$ cat src/rtl/pipe_stage_skid_if.sv
// Handshake bundle for one pipeline stage: upstream (in_*) and downstream (out_*) sides.
// The stage side uses the slave modport. The surrounding pipeline uses the master modport.
interface pipe_stage_skid_if #(
   parameter int DATA_W = 197,
   parameter int CTRL_W = 9
);
   // valid/ready: a transfer happens on a rising clock edge where valid and ready are both 1.
   // A source keeps valid and its payload stable until the transfer.
   // ready never depends combinationally on valid.
   logic              in_valid;
   logic              in_ready;
   logic [DATA_W-1:0] in_data;
   logic [CTRL_W-1:0] in_ctrl;
   logic              out_valid;
   logic              out_ready;
   logic [DATA_W-1:0] out_data;
   logic [CTRL_W-1:0] out_ctrl;

   modport master (
      output in_valid, in_data, in_ctrl, out_ready,
      input  in_ready, out_valid, out_data, out_ctrl
   );

   modport slave (
      input  in_valid, in_data, in_ctrl, out_ready,
      output in_ready, out_valid, out_data, out_ctrl
   );
endinterface

$ cat src/rtl/pipe_stage_skid.sv
// Inter-stage pipeline register with a 2-entry skid buffer, synchronous flush and a stall counter.
// The state is {main_v, skid_v} and is visible on the occupancy output: EMPTY, ONE or FULL.
module pipe_stage_skid #(
   parameter int DATA_W = 197,
   parameter int CTRL_W = 9,
   parameter int CNT_W  = 16
) (
   input  logic                clock,
   input  logic                reset,
   input  logic                flush,
   pipe_stage_skid_if.slave    bus,
   output logic [1:0]          occupancy,
   output logic [CNT_W-1:0]    stall_cnt
);

   logic [DATA_W-1:0] main_data, main_data_n, skid_data, skid_data_n;
   logic [CTRL_W-1:0] main_ctrl, main_ctrl_n, skid_ctrl, skid_ctrl_n;
   logic              main_v, main_v_n, skid_v, skid_v_n;
   logic [CNT_W-1:0]  stall_cnt_n;
   logic              in_fire, out_fire;

   assign in_fire  = bus.in_valid & ~skid_v;
   assign out_fire = main_v & bus.out_ready;

   // State register
   always_ff @(posedge clock) begin
      if (reset) begin
         main_data <= '0;
         main_ctrl <= '0;
         main_v    <= 1'b0;
         skid_data <= '0;
         skid_ctrl <= '0;
         skid_v    <= 1'b0;
         stall_cnt <= '0;
      end else begin
         main_data <= main_data_n;
         main_ctrl <= main_ctrl_n;
         main_v    <= main_v_n;
         skid_data <= skid_data_n;
         skid_ctrl <= skid_ctrl_n;
         skid_v    <= skid_v_n;
         stall_cnt <= stall_cnt_n;
      end
   end

   // Next state
   always_comb begin
      main_data_n = main_data;
      main_ctrl_n = main_ctrl;
      main_v_n    = main_v;
      skid_data_n = skid_data;
      skid_ctrl_n = skid_ctrl;
      skid_v_n    = skid_v;
      stall_cnt_n = stall_cnt;

      // The counter is independent of flush. It saturates instead of wrapping.
      if (main_v && !bus.out_ready && (stall_cnt != {CNT_W{1'b1}}))
         stall_cnt_n = stall_cnt + 1'b1;

      if (flush) begin
         main_v_n    = 1'b0;
         skid_v_n    = 1'b0;
         main_ctrl_n = '0;
         skid_ctrl_n = '0;
      end else begin
         unique case ({main_v, skid_v})
            2'b00: begin
               if (in_fire) begin
                  main_data_n = bus.in_data;
                  main_ctrl_n = bus.in_ctrl;
                  main_v_n    = 1'b1;
               end
            end
            2'b10: begin
               if (in_fire && out_fire) begin
                  main_data_n = bus.in_data;
                  main_ctrl_n = bus.in_ctrl;
               end else if (in_fire) begin
                  skid_data_n = bus.in_data;
                  skid_ctrl_n = bus.in_ctrl;
                  skid_v_n    = 1'b1;
               end else if (out_fire) begin
                  main_v_n = 1'b0;
               end
            end
            2'b11: begin
               if (out_fire) begin
                  main_data_n = skid_data;
                  main_ctrl_n = skid_ctrl;
                  skid_v_n    = 1'b0;
               end
            end
            default: begin
               // A skid entry without a main entry cannot be reached. Recover to EMPTY.
               main_v_n = 1'b0;
               skid_v_n = 1'b0;
            end
         endcase
      end
   end

   // Outputs
   always_comb begin
      bus.in_ready  = ~skid_v;
      bus.out_valid = main_v;
      bus.out_data  = main_data;
      bus.out_ctrl  = main_v ? main_ctrl : '0;
      occupancy     = {1'b0, main_v} + {1'b0, skid_v};
   end

endmodule
$ cat src/flat_wrapper.sv
// flat-port wrapper written by rule: the top's interface ports become plain ports
module pipe_stage_skid_flat 
#(
   parameter int DATA_W = 197,
   parameter int CTRL_W = 9,
   parameter int CNT_W  = 16
)
  (clock, reset, flush, occupancy, stall_cnt, bus_in_valid, bus_in_data, bus_in_ctrl, bus_out_ready, bus_in_ready, bus_out_valid, bus_out_data, bus_out_ctrl);
  pipe_stage_skid_if #(.DATA_W(DATA_W), .CTRL_W(CTRL_W)) bus_i ();
  input  logic clock;
  input  logic reset;
  input  logic flush;
  output logic [1:0] occupancy;
  output logic [CNT_W-1:0] stall_cnt;
  input wire logic [$bits(bus_i.in_valid)-1:0] bus_in_valid;
  input wire logic [$bits(bus_i.in_data)-1:0] bus_in_data;
  input wire logic [$bits(bus_i.in_ctrl)-1:0] bus_in_ctrl;
  input wire logic [$bits(bus_i.out_ready)-1:0] bus_out_ready;
  output wire logic [$bits(bus_i.in_ready)-1:0] bus_in_ready;
  output wire logic [$bits(bus_i.out_valid)-1:0] bus_out_valid;
  output wire logic [$bits(bus_i.out_data)-1:0] bus_out_data;
  output wire logic [$bits(bus_i.out_ctrl)-1:0] bus_out_ctrl;
  assign bus_i.in_valid = bus_in_valid;
  assign bus_i.in_data = bus_in_data;
  assign bus_i.in_ctrl = bus_in_ctrl;
  assign bus_i.out_ready = bus_out_ready;
  assign bus_in_ready = bus_i.in_ready;
  assign bus_out_valid = bus_i.out_valid;
  assign bus_out_data = bus_i.out_data;
  assign bus_out_ctrl = bus_i.out_ctrl;
  pipe_stage_skid #(.DATA_W(DATA_W), .CTRL_W(CTRL_W), .CNT_W(CNT_W)) u_core (.clock(clock), .reset(reset), .flush(flush), .bus(bus_i), .occupancy(occupancy), .stall_cnt(stall_cnt));
endmodule
$ cat config.mk
export PLATFORM = sky130hd
export DESIGN_NAME = pipe_stage_skid_flat
export DESIGN_NICKNAME = d
export VERILOG_FILES = /design/src/rtl/pipe_stage_skid_if.sv /design/src/rtl/pipe_stage_skid.sv /design/src/flat_wrapper.sv
export SDC_FILE = /design/constraint.sdc
export NUM_CORES = 1
export LEC_CHECK = 0
export CAP_MARGIN = 30
export CORE_UTILIZATION = 58
export DETAILED_ROUTE_END_ITERATION = 7
export DONT_BUFFER_PORTS = 1
export GPL_TIMING_DRIVEN = 0
export PLACE_DENSITY = 0.74
export REMOVE_ABC_BUFFERS = 1
export SYNTH_ARGS = -nofsm -noshare
export SYNTH_HDL_FRONTEND = slang
export SYNTH_SLANG_ARGS = --single-unit
$ cat constraint.sdc
create_clock -name clock -period 3.2 [get_ports clock]
set_input_delay 0 -clock clock [delete_from_list [all_inputs] [get_ports clock]]
set_output_delay 0 -clock clock [all_outputs]
set_load 0.01 [all_outputs]
==> key figures, run 1 <==
Logic synthesis
  – Sequential cell area fraction in the yosys report: 50.5%
  – Synthesized instance count: 1938
  – Adder-cell share of the synthesized area: 0.441%
  – Number of storage elements in the synthesis netlist: 430
  – Yosys Warn Count: 0
  – Multiplexer share of the synthesized area: 12.9%
  – Most area-consuming cells after synthesis: sky130_fd_sc_hd__dfxtp_1, sky130_fd_sc_hd__mux2i_1, sky130_fd_sc_hd__a211oi_1
  – Proportion of netlist area held by the largest area contributor: 50.5%
  – Post-Synth XOR/XNOR Area: 0%
  – Post-synth EDFFs: 0
  – Biggest area consumer among synthesized cells: sky130_fd_sc_hd__dfxtp_1
  – Netlist Area Pre-Place: 0.0170 mm²
  – Average cell area after synthesis: 8.79 µm²
  – Synth Area in Compound Gates: 16.2%
  – Largest family of logic cells by synthesized area: compound AO/OA/AOI/OAI gates
  – Basic-gate share of the synthesized area counting and, or, nand and nor cells: 16.0%
  – Count of different cell masters after synthesis: 41
  – Most instantiated flip-flop cell in the synthesis netlist: sky130_fd_sc_hd__dfxtp_1
  – Fraction of synthesis flops using an asynchronous set or reset pin: 0%

Die
  – I/O pin count: 437
  – Die Footprint: 0.0301 mm²
  – Die X-Extent: 173 µm
  – Placeable core region: 0.0288 mm²
  – Starting utilization of the core area: 59.2%
  – Number of rows created at floorplan: 62
  – Vertical extent of the die: 173 µm

Job
  – Number of maximum-capacitance constraint violations: 0

Worst setup path
  – Critical path fanouts, max: 24
  – Startpoint type of the worst setup path: register
  – Data arrival, critical path: 3600 ps
  – Critical path cell sequence: inv_1 > ha_1 > or2_1 > a211oi_4 > buf_4 > buf_4 > buf_8 > nor2_1 > a211oi_1 > dlygate4sd3_1
  – CP endpoint kind: register
  – Max incr delay on CP: 630 ps
  – Most prevalent standard cell on the critical path: sky130_fd_sc_hd__buf_4
  – Slowest stage cell on the critical path: sky130_fd_sc_hd__dlygate4sd3_1
  – Worst Path Class, Setup: register to register
  – Worst EP required: 3670 ps

Clock tree
  – CTS tree: done
  – Buffers from clock root to sink, at most: 3
  – CTS root buf: sky130_fd_sc_hd__clkbuf_16
  – Clock latency at the later pin of the worst-skew pair: 530 ps
  – Num Clock Sinks: 430
  – Num CTS Buffers: 44
  – Clock-pin slew reported for the worst setup and hold paths after clock tree synthesis: 60 ps
  – Number of levels in the clock H-tree: 2

STA
  – Ratio of final minimum period to clock period: 97.8%
  – Number of hold violations in the final report: 0
  – Slack of the critical path: 70.6 ps
  – Highest achievable clock rate: 320 MHz
  – Max-slew violation count: 0
  – Remaining max-slew budget at the tightest pin: 28.4%
  – Worst Max-Slew Pin Slew: 1070 ps
  – RSZ-0062 raised after global routing: no
  – Final setup skew: 14.3 ps
  – Final setup violation count: 0
  – Clock period minus final worst setup slack: 3130 ps

Routing
  – ANT nets after route: 0
  – Drt wl/cell: 22.3 µm
  – Initial DRC Count: 1505
  – Routed via count divided by cell count: 6.20
  – Drt total wl: 61200 µm
  – Number of iterations in the first detailed-routing pass: 8
  – Vias after detailed routing: 17000
  – DRC Markers: 0

Place
  – Gpl congestion: 0.793
  – Pre-CTS setup slack: -474 ps
  – Detailed Place HPWL: 28500 µm
  – # port buffers: 0
  – Area after DPL: 0.0178 mm²

GRT
  – Global-route wire length before repair: 94000 µm
  – Via count of the first global-routing pass: 17900
  – Gr ovfl total: 0
  – Antenna violations before repair: 5
  – Total track usage: 38.7%
  – Pin count of the biggest net entering global routing: 237

Run status
  – Result of the run: finished, final reports clean

Power and ir drop
  – Total leakage power: 0.00871 µW
  – Power per cell area: 535 mW/mm²
  – Peak VDD IR: 0.455 mV

Layout
  – Fraction of layout cells with a size suffix above 1: 6.57%
  – Number of fill cells in the layout: 1411
  – Layout Cell Area excl Fill: 0.0238 mm²
  – Synthesis-to-layout area growth: 39.6%
  – Number of nets in the final layout: 2545

Worst hold path
  – Min-Delay Path Class: input port to register
## cells in the mapped netlist, types with 3 or more instances
library cell               instances
sky130_fd_sc_hd__nor4_1            3
sky130_fd_sc_hd__nor3_1            4
sky130_fd_sc_hd__buf_2            37
sky130_fd_sc_hd__nor2_1          227
sky130_fd_sc_hd__ha_1              6
sky130_fd_sc_hd__and2_1           10
sky130_fd_sc_hd__mux2i_1         215
sky130_fd_sc_hd__mux2_2            4
sky130_fd_sc_hd__or3_1             6
sky130_fd_sc_hd__a211oi_1        210
sky130_fd_sc_hd__nor2b_1           6
sky130_fd_sc_hd__o31ai_1           4
sky130_fd_sc_hd__inv_1             5
sky130_fd_sc_hd__clkbuf_1        120
sky130_fd_sc_hd__nand2_1         399
sky130_fd_sc_hd__a21oi_1         206
sky130_fd_sc_hd__dfxtp_1         430
sky130_fd_sc_hd__o21ai_0           4
sky130_fd_sc_hd__or4_1             3
sky130_fd_sc_hd__buf_1             6
sky130_fd_sc_hd__nand3_1           5
sky130_fd_sc_hd__nand4_1           3
## final timing paths
check,startpoint,cells past startpoint,endpoint,slack [ps]
hold / removal,reset,2,u_core.skid_data[38],30
setup / recovery,u_core.bus.out_valid,10,u_core.bus.out_data[114],70
hold reg to reg,u_core.skid_data[43],2,u_core.skid_data[43],450
setup reg to reg,u_core.bus.out_valid,10,u_core.bus.out_data[114],70
## flip-flops by register name (all words and copies together) (netlist names)
name,count
u_core.bus.out_data,197
u_core.skid_data,197
u_core.stall_cnt,16
u_core.main_ctrl,9
u_core.skid_ctrl,9
u_core.bus.out_valid,1
u_core.skid_v,1
## area by class of cell
cell class | count | area, µm² | share of cell area [%]
flip-flops and latches | 430 | 8610 | 36.2
multi-input cells | 1340 | 7800 | 32.8
repair buffers | 507 | 5400 | 22.7
clock buffers | 62 | 1280 | 5.38
well taps | 384 | 480 | 2.02
clock inverters | 15 | 178 | 0.747
inverters | 5 | 18.8 | 0.0789
diodes | 5 | 12.5 | 0.0526
## power breakdown
| group | switching (µW) | internal [µW] |
|---|---|---|
| logic | 723 | 730 |
| clock network | 2150 | 3100 |
| registers | 385 | 5640 |
| total | 3260 | 9480 |
## cells in the final DEF, fill, tap and decap left out, drive strengths merged
| cell type | Yosys | final |
|---|---|---|
| a211oi | 212 | 212 |
| a21oi | 206 | 206 |
| a221oi | 2 | 2 |
| a2bb2oi | 1 | 1 |
| a311oi | 1 | 1 |
| a31oi | 2 | 2 |
| a41oi | 1 | 1 |
| and2 | 10 | 10 |
| and4b | 1 | 1 |
| buf | 43 | 65 |
| bufinv | 0 | 4 |
| clkbuf | 120 | 63 |
| clkinv | 0 | 10 |
| clkinvlp | 0 | 1 |
| dfxtp | 430 | 430 |
| diode | 0 | 5 |
| dlygate4sd3 | 0 | 441 |
| ha | 6 | 6 |
| inv | 5 | 5 |
| mux2 | 4 | 4 |
| mux2i | 215 | 215 |
| nand2 | 399 | 399 |
| nand2b | 2 | 2 |
| nand3 | 6 | 6 |
| nand4 | 4 | 4 |
| nand4b | 1 | 1 |
| nor2 | 227 | 227 |
| nor2b | 6 | 6 |
| nor3 | 4 | 4 |
| nor3b | 1 | 1 |
| nor4 | 4 | 4 |
| nor4b | 2 | 2 |
| o211ai | 1 | 1 |
| o21ai | 4 | 4 |
| o31ai | 4 | 4 |
| o41ai | 1 | 1 |
| or2 | 3 | 3 |
| or3 | 6 | 6 |
| or4 | 4 | 4 |
## worst max-delay path, delay by kind of cell, from the launching register on
kind	cells	cell delay, ps
flip-flops	1	440
adder cells (fa/ha/maj)	1	240
AO/OA/AOI/OAI	2	650
buffers and inverters	5	1360
AND/OR/NAND/NOR	2	370
## per-stage QoR
stage | TNS (ps) | power [µW] | util [%] | std cells | hold WS [ps]
after floorplan | -5316910 | 6820 | - | 1775 | 69.1
after global placement | -8996470 | 7110 | 58.6 | 2159 | 93.2
after detailed placement | -24400 | 6930 | 61.9 | 2219 | 92.2
after CTS | 0 | 12500 | 82.4 | 2739 | 24.8
after global routing | 0 | 13100 | 82.6 | 2748 | 67.8
final | 0 | 12700 | 82.6 | 2748 | 26.9
## logic make-up (layout without fill, tap and decap cells)
family | after synthesis | in the layout
other | 0 | 5
buffers and inverters | 168 | 589
AO/OA/AOI/OAI | 435 | 435
multiplexers | 219 | 219
AND/OR/NAND/NOR | 680 | 680
flip-flops | 430 | 430
adder cells (fa/ha/maj) | 6 | 6
## metal layers
metal / vias up / track usage [%] / share of wire (%)
met5: - / 0 / 0
met1: 8154 / 40.0 / 35
met2: 1042 / 67.4 / 49
met3: 357 / 12.2 / 9.8
li1: 7485 / - / -
met4: 0 / 25.6 / 7.0
## timing repair
item,in CTS,in global routing
hold endpoints to repair,430,0
gates resized for setup,1,7
pin swaps,1,2
cloned,0,0
endpoints found under the setup margin,145,126
hold buffers,442,0
buffers inserted,1,4
(Power assumes the default switching activity.)
==> inputs of run 2 (changes only) <==
SLEW_MARGIN = 20   (was unset)
clock period = 3.6 ns   (was 3.2 ns; I/O delays follow)
==> run 2 against run 1 <==
Final cell count decreased by 1.8%. Critical endpoint is now u_core.bus.out_data[43]. Critical path type unchanged. Flip-flop and latch count is the same. Cell area down 3.3%. Sequential share of layout area grew 1.2 points. Sequential power is 11% lower. Hold slack gained 57 ps. Global-route usage down 1.5 points. Maximum frequency down 11%. Non-clock buffer count down 50. Clock skew grew 9.8 ps.
==> key figures, run 2 (synthesis gave the netlist of run 1 again) <==
Worst setup path
  – Critical path fanouts, max: 20
  – Most prevalent standard cell on the critical path: sky130_fd_sc_hd__buf_6
  – Data arrival, critical path: 3990 ps
  – Worst reg2reg path endpoint: u_core.bus.out_data[43]
  – Worst Path Class, Setup: register to register
  – Slowest stage cell on the critical path: sky130_fd_sc_hd__dlygate4sd3_1
  – Top delay family on crit path: buffers and inverters
  – Startpoint type of the worst setup path: register
  – Startpoint of the worst register-to-register path: u_core.bus.out_valid
  – R2R depth: 11
  – CP endpoint kind: register
  – R2R Setup Slk: 90 ps
  – Worst EP required: 4070 ps
  – Critical path cell sequence: inv_1 > ha_1 > or2_1 > a211oi_4 > buf_4 > buf_6 > buf_6 > buf_16 > nor2_1 > a211oi_1 > dlygate4sd3_1
  – Max incr delay on CP: 600 ps
  – Total buffers and inverters traversed by the critical path: 6

Worst hold path
  – Hold path startpoint: reset
  – Min-Delay Path Class: input port to register
  – Worst Hold Path Cells: 2
  – Hold Path End: u_core.skid_data[107]

STA
  – Worst Max-Slew Pin Slew: 1110 ps
  – Remaining max-slew budget at the tightest pin: 25.8%
  – Number of hold violations in the final report: 0
  – Max-slew violation count: 0
  – Final setup skew: 24.1 ps
  – Clock period minus final worst setup slack: 3510 ps
  – Highest achievable clock rate: 285 MHz
  – Hold Worst Slack: 83.6 ps
  – Final setup violation count: 0
  – Ratio of final minimum period to clock period: 97.5%
  – RSZ-0062 raised after global routing: no

GRT
  – Total track usage: 37.2%
  – Met1 GRT Util: 40.1%
  – Via count of the first global-routing pass: 17000
  – Global-route met3 utilization: 10.9%
  – Global-route track usage on met2: 64.6%
  – Gr ovfl total: 0
  – Global-route wire length before repair: 90300 µm
  – Layer with the highest usage after global routing: met2
  – Antenna violations before repair: 7
  – Pin count of the biggest net entering global routing: 213

Run status
  – Result of the run: finished, final reports clean

Die
  – Placeable core region: 0.0288 mm²
  – Die Footprint: 0.0301 mm²
  – Number of rows created at floorplan: 62
  – Starting utilization of the core area: 59.2%
  – Vertical extent of the die: 173 µm
  – Die X-Extent: 173 µm
  – I/O pin count: 437

Place
  – Detailed Place HPWL: 28800 µm
  – Gpl congestion: 0.793
  – # port buffers: 0
  – Area after DPL: 0.0177 mm²

Clock tree
  – Clock-pin slew reported for the worst setup and hold paths after clock tree synthesis: 70 ps
  – Num CTS Buffers: 43
  – CTS root buf: sky130_fd_sc_hd__clkbuf_16
  – Clock latency at the later pin of the worst-skew pair: 540 ps
  – Num Clock Sinks: 430
  – Number of levels in the clock H-tree: 2
  – Buffers from clock root to sink, at most: 3
  – CTS tree: done

Routing
  – Routed via count divided by cell count: 6.09
  – DRC Markers: 0
  – Initial DRC Count: 1563
  – Drt wl/cell: 21.4 µm
  – ANT nets after route: 0
  – Number of iterations in the first detailed-routing pass: 6
  – Vias after detailed routing: 16400
  – Drt total wl: 57800 µm

Layout
  – Number of nets in the final layout: 2494
  – Highest-count cells in the layout ignoring fill and taps: sky130_fd_sc_hd__dfxtp_1, sky130_fd_sc_hd__nand2_1, sky130_fd_sc_hd__dlygate4sd3_1
  – Commonest non-fill, non-tap cell in the layout: sky130_fd_sc_hd__dfxtp_1
  – Layout Cell Area excl Fill: 0.0230 mm²
  – Fraction of layout cells with a size suffix above 1: 7.15%
  – Synthesis-to-layout area growth: 34.9%

Power and ir drop
  – Power per cell area: 481 mW/mm²
  – Peak VDD IR: 0.638 mV
  – Total leakage power: 0.00839 µW
  – Sum of internal, switching and leakage power: 11100 µW

Job
  – Number of maximum-capacitance constraint violations: 0
[run 2: changes by cell type in the layout (fill, tap and decap cells not counted), moves of 6 or more]
cell                            before  now
sky130_fd_sc_hd__buf_2               1   19
sky130_fd_sc_hd__buf_8              20   14
sky130_fd_sc_hd__dlygate4sd3_1     441  378
sky130_fd_sc_hd__buf_4              25   17
sky130_fd_sc_hd__buf_6               2   21
sky130_fd_sc_hd__buf_16             16    4
[run 2: cell type report]
class / instances / area, µm²
Tap cell: 384 / 480
Clock buffer: 62 / 1270
Sequential cell: 430 / 8610
Antenna cell: 6 / 15.0
Timing Repair Buffer: 457 / 4640
Multi-Input combinational cell: 1340 / 7790
Fill cell: 1499 / 5790
Clock inverter: 15 / 164
Inverter: 5 / 18.8
[run 2: per-stage QoR]
stage                     setup slack [ps]   TNS, ps  cells  utilization (%)
after floorplan                     -13540  -5154510   1775                -
after global placement              -23940  -8834070   2159             58.6
after detailed placement             -23.6     -23.6   2232             61.4
after CTS                             46.3         0   2688             79.6
after global routing                  15.8         0   2699             79.9
final                                 89.6         0   2699             79.9
[run 2: worst max path at each step]
stage | startpoint | end | slack (ps) | depth (start not counted)
5_1_grt | u_core.skid_v | u_core.skid_data[94] | 20 | 13
2_1_floorplan | u_core.bus.out_valid | u_core.bus.out_data[0] | -13540 | 4
4_1_cts | u_core.bus.out_valid | u_core.bus.out_data[148] | 50 | 11
6_report | u_core.bus.out_valid | u_core.bus.out_data[43] | 90 | 11
3_5_place_dp | u_core.bus.out_valid | u_core.bus.out_data[98] | -20 | 11
3_3_place_gp | u_core.bus.out_valid | u_core.skid_data[124] | -23940 | 5
[run 2: power breakdown]
| group | total [µW] | internal, µW | switching (µW) |
|---|---|---|---|
| Combinational | 1150 | 549 | 599 |
| Sequential | 5350 | 5020 | 332 |
| Clock | 4560 | 2660 | 1890 |
| Total | 11100 | 8230 | 2820 |
[run 2: what timing repair did]
action                                  in CTS  in global routing
endpoints found under the hold margin      430                  0
setup buffers                                0                  5
hold buffers                               379                  0
pin swaps                                    0                  2
gates resized for setup                      1                  2
endpoints found under the setup margin       3                 56
[run 2: per-layer routing]
layer	vias up	wire, µm
met1	7832	20800
li1	7389	-
met4	0	3680
met3	285	5360
met5	-	0
met2	939	27900
==> inputs of run 3 (changes only) <==
==> constraint.sdc (replaced) <==
create_clock -name clock -period 4.5 [get_ports clock]
set_input_delay 0 -clock clock [delete_from_list [all_inputs] [get_ports clock]]
set_output_delay 0 -clock clock [all_outputs]
set_load 0.02 [all_outputs]
==> run 3 against run 2 <==
Cell area fell by 3.0%. Via count fell by 3.8%. Clock power fell by 20%. Register-to-register slack improved by 380 ps. Critical endpoint is now u_core.bus.out_data[172].
==> key figures, run 3 (synthesis gave the netlist of run 1 again) <==
Job
  – Number of maximum-capacitance constraint violations: 0

GRT
  – Pin count of the biggest net entering global routing: 255
  – Antenna violations before repair: 6
  – Global-route wire length before repair: 85600 µm
  – Gr ovfl total: 0
  – Total track usage: 35.0%
  – Via count of the first global-routing pass: 16400

Routing
  – Initial DRC Count: 1093
  – Number of iterations in the first detailed-routing pass: 8
  – ANT nets after route: 0
  – Drt total wl: 54300 µm
  – Vias after detailed routing: 15800
  – Drt wl/cell: 20.6 µm
  – Routed via count divided by cell count: 6.01
  – DRC Markers: 0

Layout
  – Commonest non-fill, non-tap cell in the layout: sky130_fd_sc_hd__dfxtp_1
  – Synthesis-to-layout area growth: 30.9%
  – Storage element area: 0.00861 mm²
  – Highest-count cells in the layout ignoring fill and taps: sky130_fd_sc_hd__dfxtp_1, sky130_fd_sc_hd__nand2_1, sky130_fd_sc_hd__dlygate4sd3_1
  – Number of nets in the final layout: 2426
  – Number of fill cells in the layout: 1668
  – Combined area of the multi-input logic cells: 0.00778 mm²
  – Fraction of layout cells with a size suffix above 1: 7.10%
  – Final Instance Count excl. Fillers: 2631
  – Layout Cell Area excl Fill: 0.0223 mm²

Die
  – Number of rows created at floorplan: 62
  – Placeable core region: 0.0288 mm²
  – Starting utilization of the core area: 59.2%
  – Die X-Extent: 173 µm
  – Die Footprint: 0.0301 mm²
  – I/O pin count: 437
  – Vertical extent of the die: 173 µm

Clock tree
  – CTS tree: done
  – Num CTS Buffers: 43
  – Buffers from clock root to sink, at most: 3
  – Clock-pin slew reported for the worst setup and hold paths after clock tree synthesis: 60 ps
  – Num Clock Sinks: 430
  – Number of levels in the clock H-tree: 2
  – Clock latency at the later pin of the worst-skew pair: 530 ps
  – CTS root buf: sky130_fd_sc_hd__clkbuf_16

Worst setup path
  – CP endpoint kind: register
  – Most prevalent standard cell on the critical path: sky130_fd_sc_hd__buf_6
  – Critical path fanouts, max: 20
  – Worst EP required: 4960 ps
  – Startpoint type of the worst setup path: register
  – Max incr delay on CP: 610 ps
  – Critical path cell sequence: inv_1 > ha_1 > or2_1 > a211oi_4 > buf_6 > buf_6 > buf_16 > buf_8 > buf_6 > nor2_1 > a211oi_1 > dlygate4sd3_1
  – Slowest stage cell on the critical path: sky130_fd_sc_hd__dfxtp_2
  – Data arrival, critical path: 4500 ps
  – Worst Path Class, Setup: register to register
  – Total buffers and inverters traversed by the critical path: 7
  – Top delay family on crit path: buffers and inverters

STA
  – Worst Max-Slew Pin Slew: 1370 ps
  – Clock period minus final worst setup slack: 4030 ps
  – Final setup violation count: 0
  – Highest achievable clock rate: 248 MHz
  – RSZ-0062 raised after global routing: no
  – Max-slew violation count: 0
  – Slack of the critical path: 468 ps
  – Final setup skew: 13.4 ps
  – Ratio of final minimum period to clock period: 89.6%
  – Hold Worst Slack: 77.4 ps
  – Number of hold violations in the final report: 0
  – Remaining max-slew budget at the tightest pin: 8.71%

Power and ir drop
  – Peak VDD IR: 0.398 mV
  – Total leakage power: 0.00796 µW
  – Power per cell area: 401 mW/mm²
  – Sum of internal, switching and leakage power: 8940 µW

Worst hold path
  – Min-Delay Path Class: input port to register

Place
  – # port buffers: 0
  – DP Cell Count: 2232
  – Gpl congestion: 0.793
  – Detailed Place HPWL: 28800 µm
  – Pre-CTS setup slack: 795 ps
  – Area after DPL: 0.0177 mm²

Run status
  – Result of the run: finished, final reports clean
## run 3: layout make-up
| type | instances | area share, % |
|---|---|---|
| diodes | 6 | 0.0673 |
| clock buffers | 62 | 5.68 |
| clock inverters | 15 | 0.735 |
| inverters | 5 | 0.0841 |
| multi-input cells | 1340 | 34.9 |
| flip-flops and latches | 430 | 38.6 |
| well taps | 384 | 2.15 |
| repair buffers | 389 | 17.8 |
## run 3: final timing paths
kind | slack (ps) | cells past startpoint | endpoint | startpoint
max reg2reg | 470 | 12 | u_core.bus.out_data[172] | u_core.bus.out_valid
max | 470 | 12 | u_core.bus.out_data[172] | u_core.bus.out_valid
min reg2reg | 450 | 2 | u_core.skid_data[13] | u_core.skid_data[13]
min | 80 | 2 | u_core.stall_cnt[1] | bus_out_ready
## run 3: metal layers
layer,up-vias,GRT usage (%),wire (µm)
met4,0,20.9,3370
met5,-,0,0
li1,7260,-,-
met3,258,11.2,4960
met2,824,61.5,26700
met1,7481,36.4,19300
## run 3: repair_timing
action,in CTS,in global routing
endpoints found under the hold margin,430,0
hold buffers,316,0
setup endpoints to repair,0,2
setup buffers,0,0
resized for setup,0,1
## run 3: through the flow
step | util, % | setup TNS, ps
2_1_floorplan | - | -4826750
3_3_place_gp | 58.6 | -8503890
3_5_place_dp | 61.4 | 0
4_1_cts | 77.4 | 0
5_1_grt | 77.5 | 0
6_report | 77.5 | 0
## run 3: where the power goes
group	leakage, µW	internal [µW]	total (µW)	switching, µW
Clock	0.000711	2130	3640	1510
Sequential	0.00351	4010	4400	391
Combinational	0.00374	427	894	467
Total	0.00796	6570	8940	2370
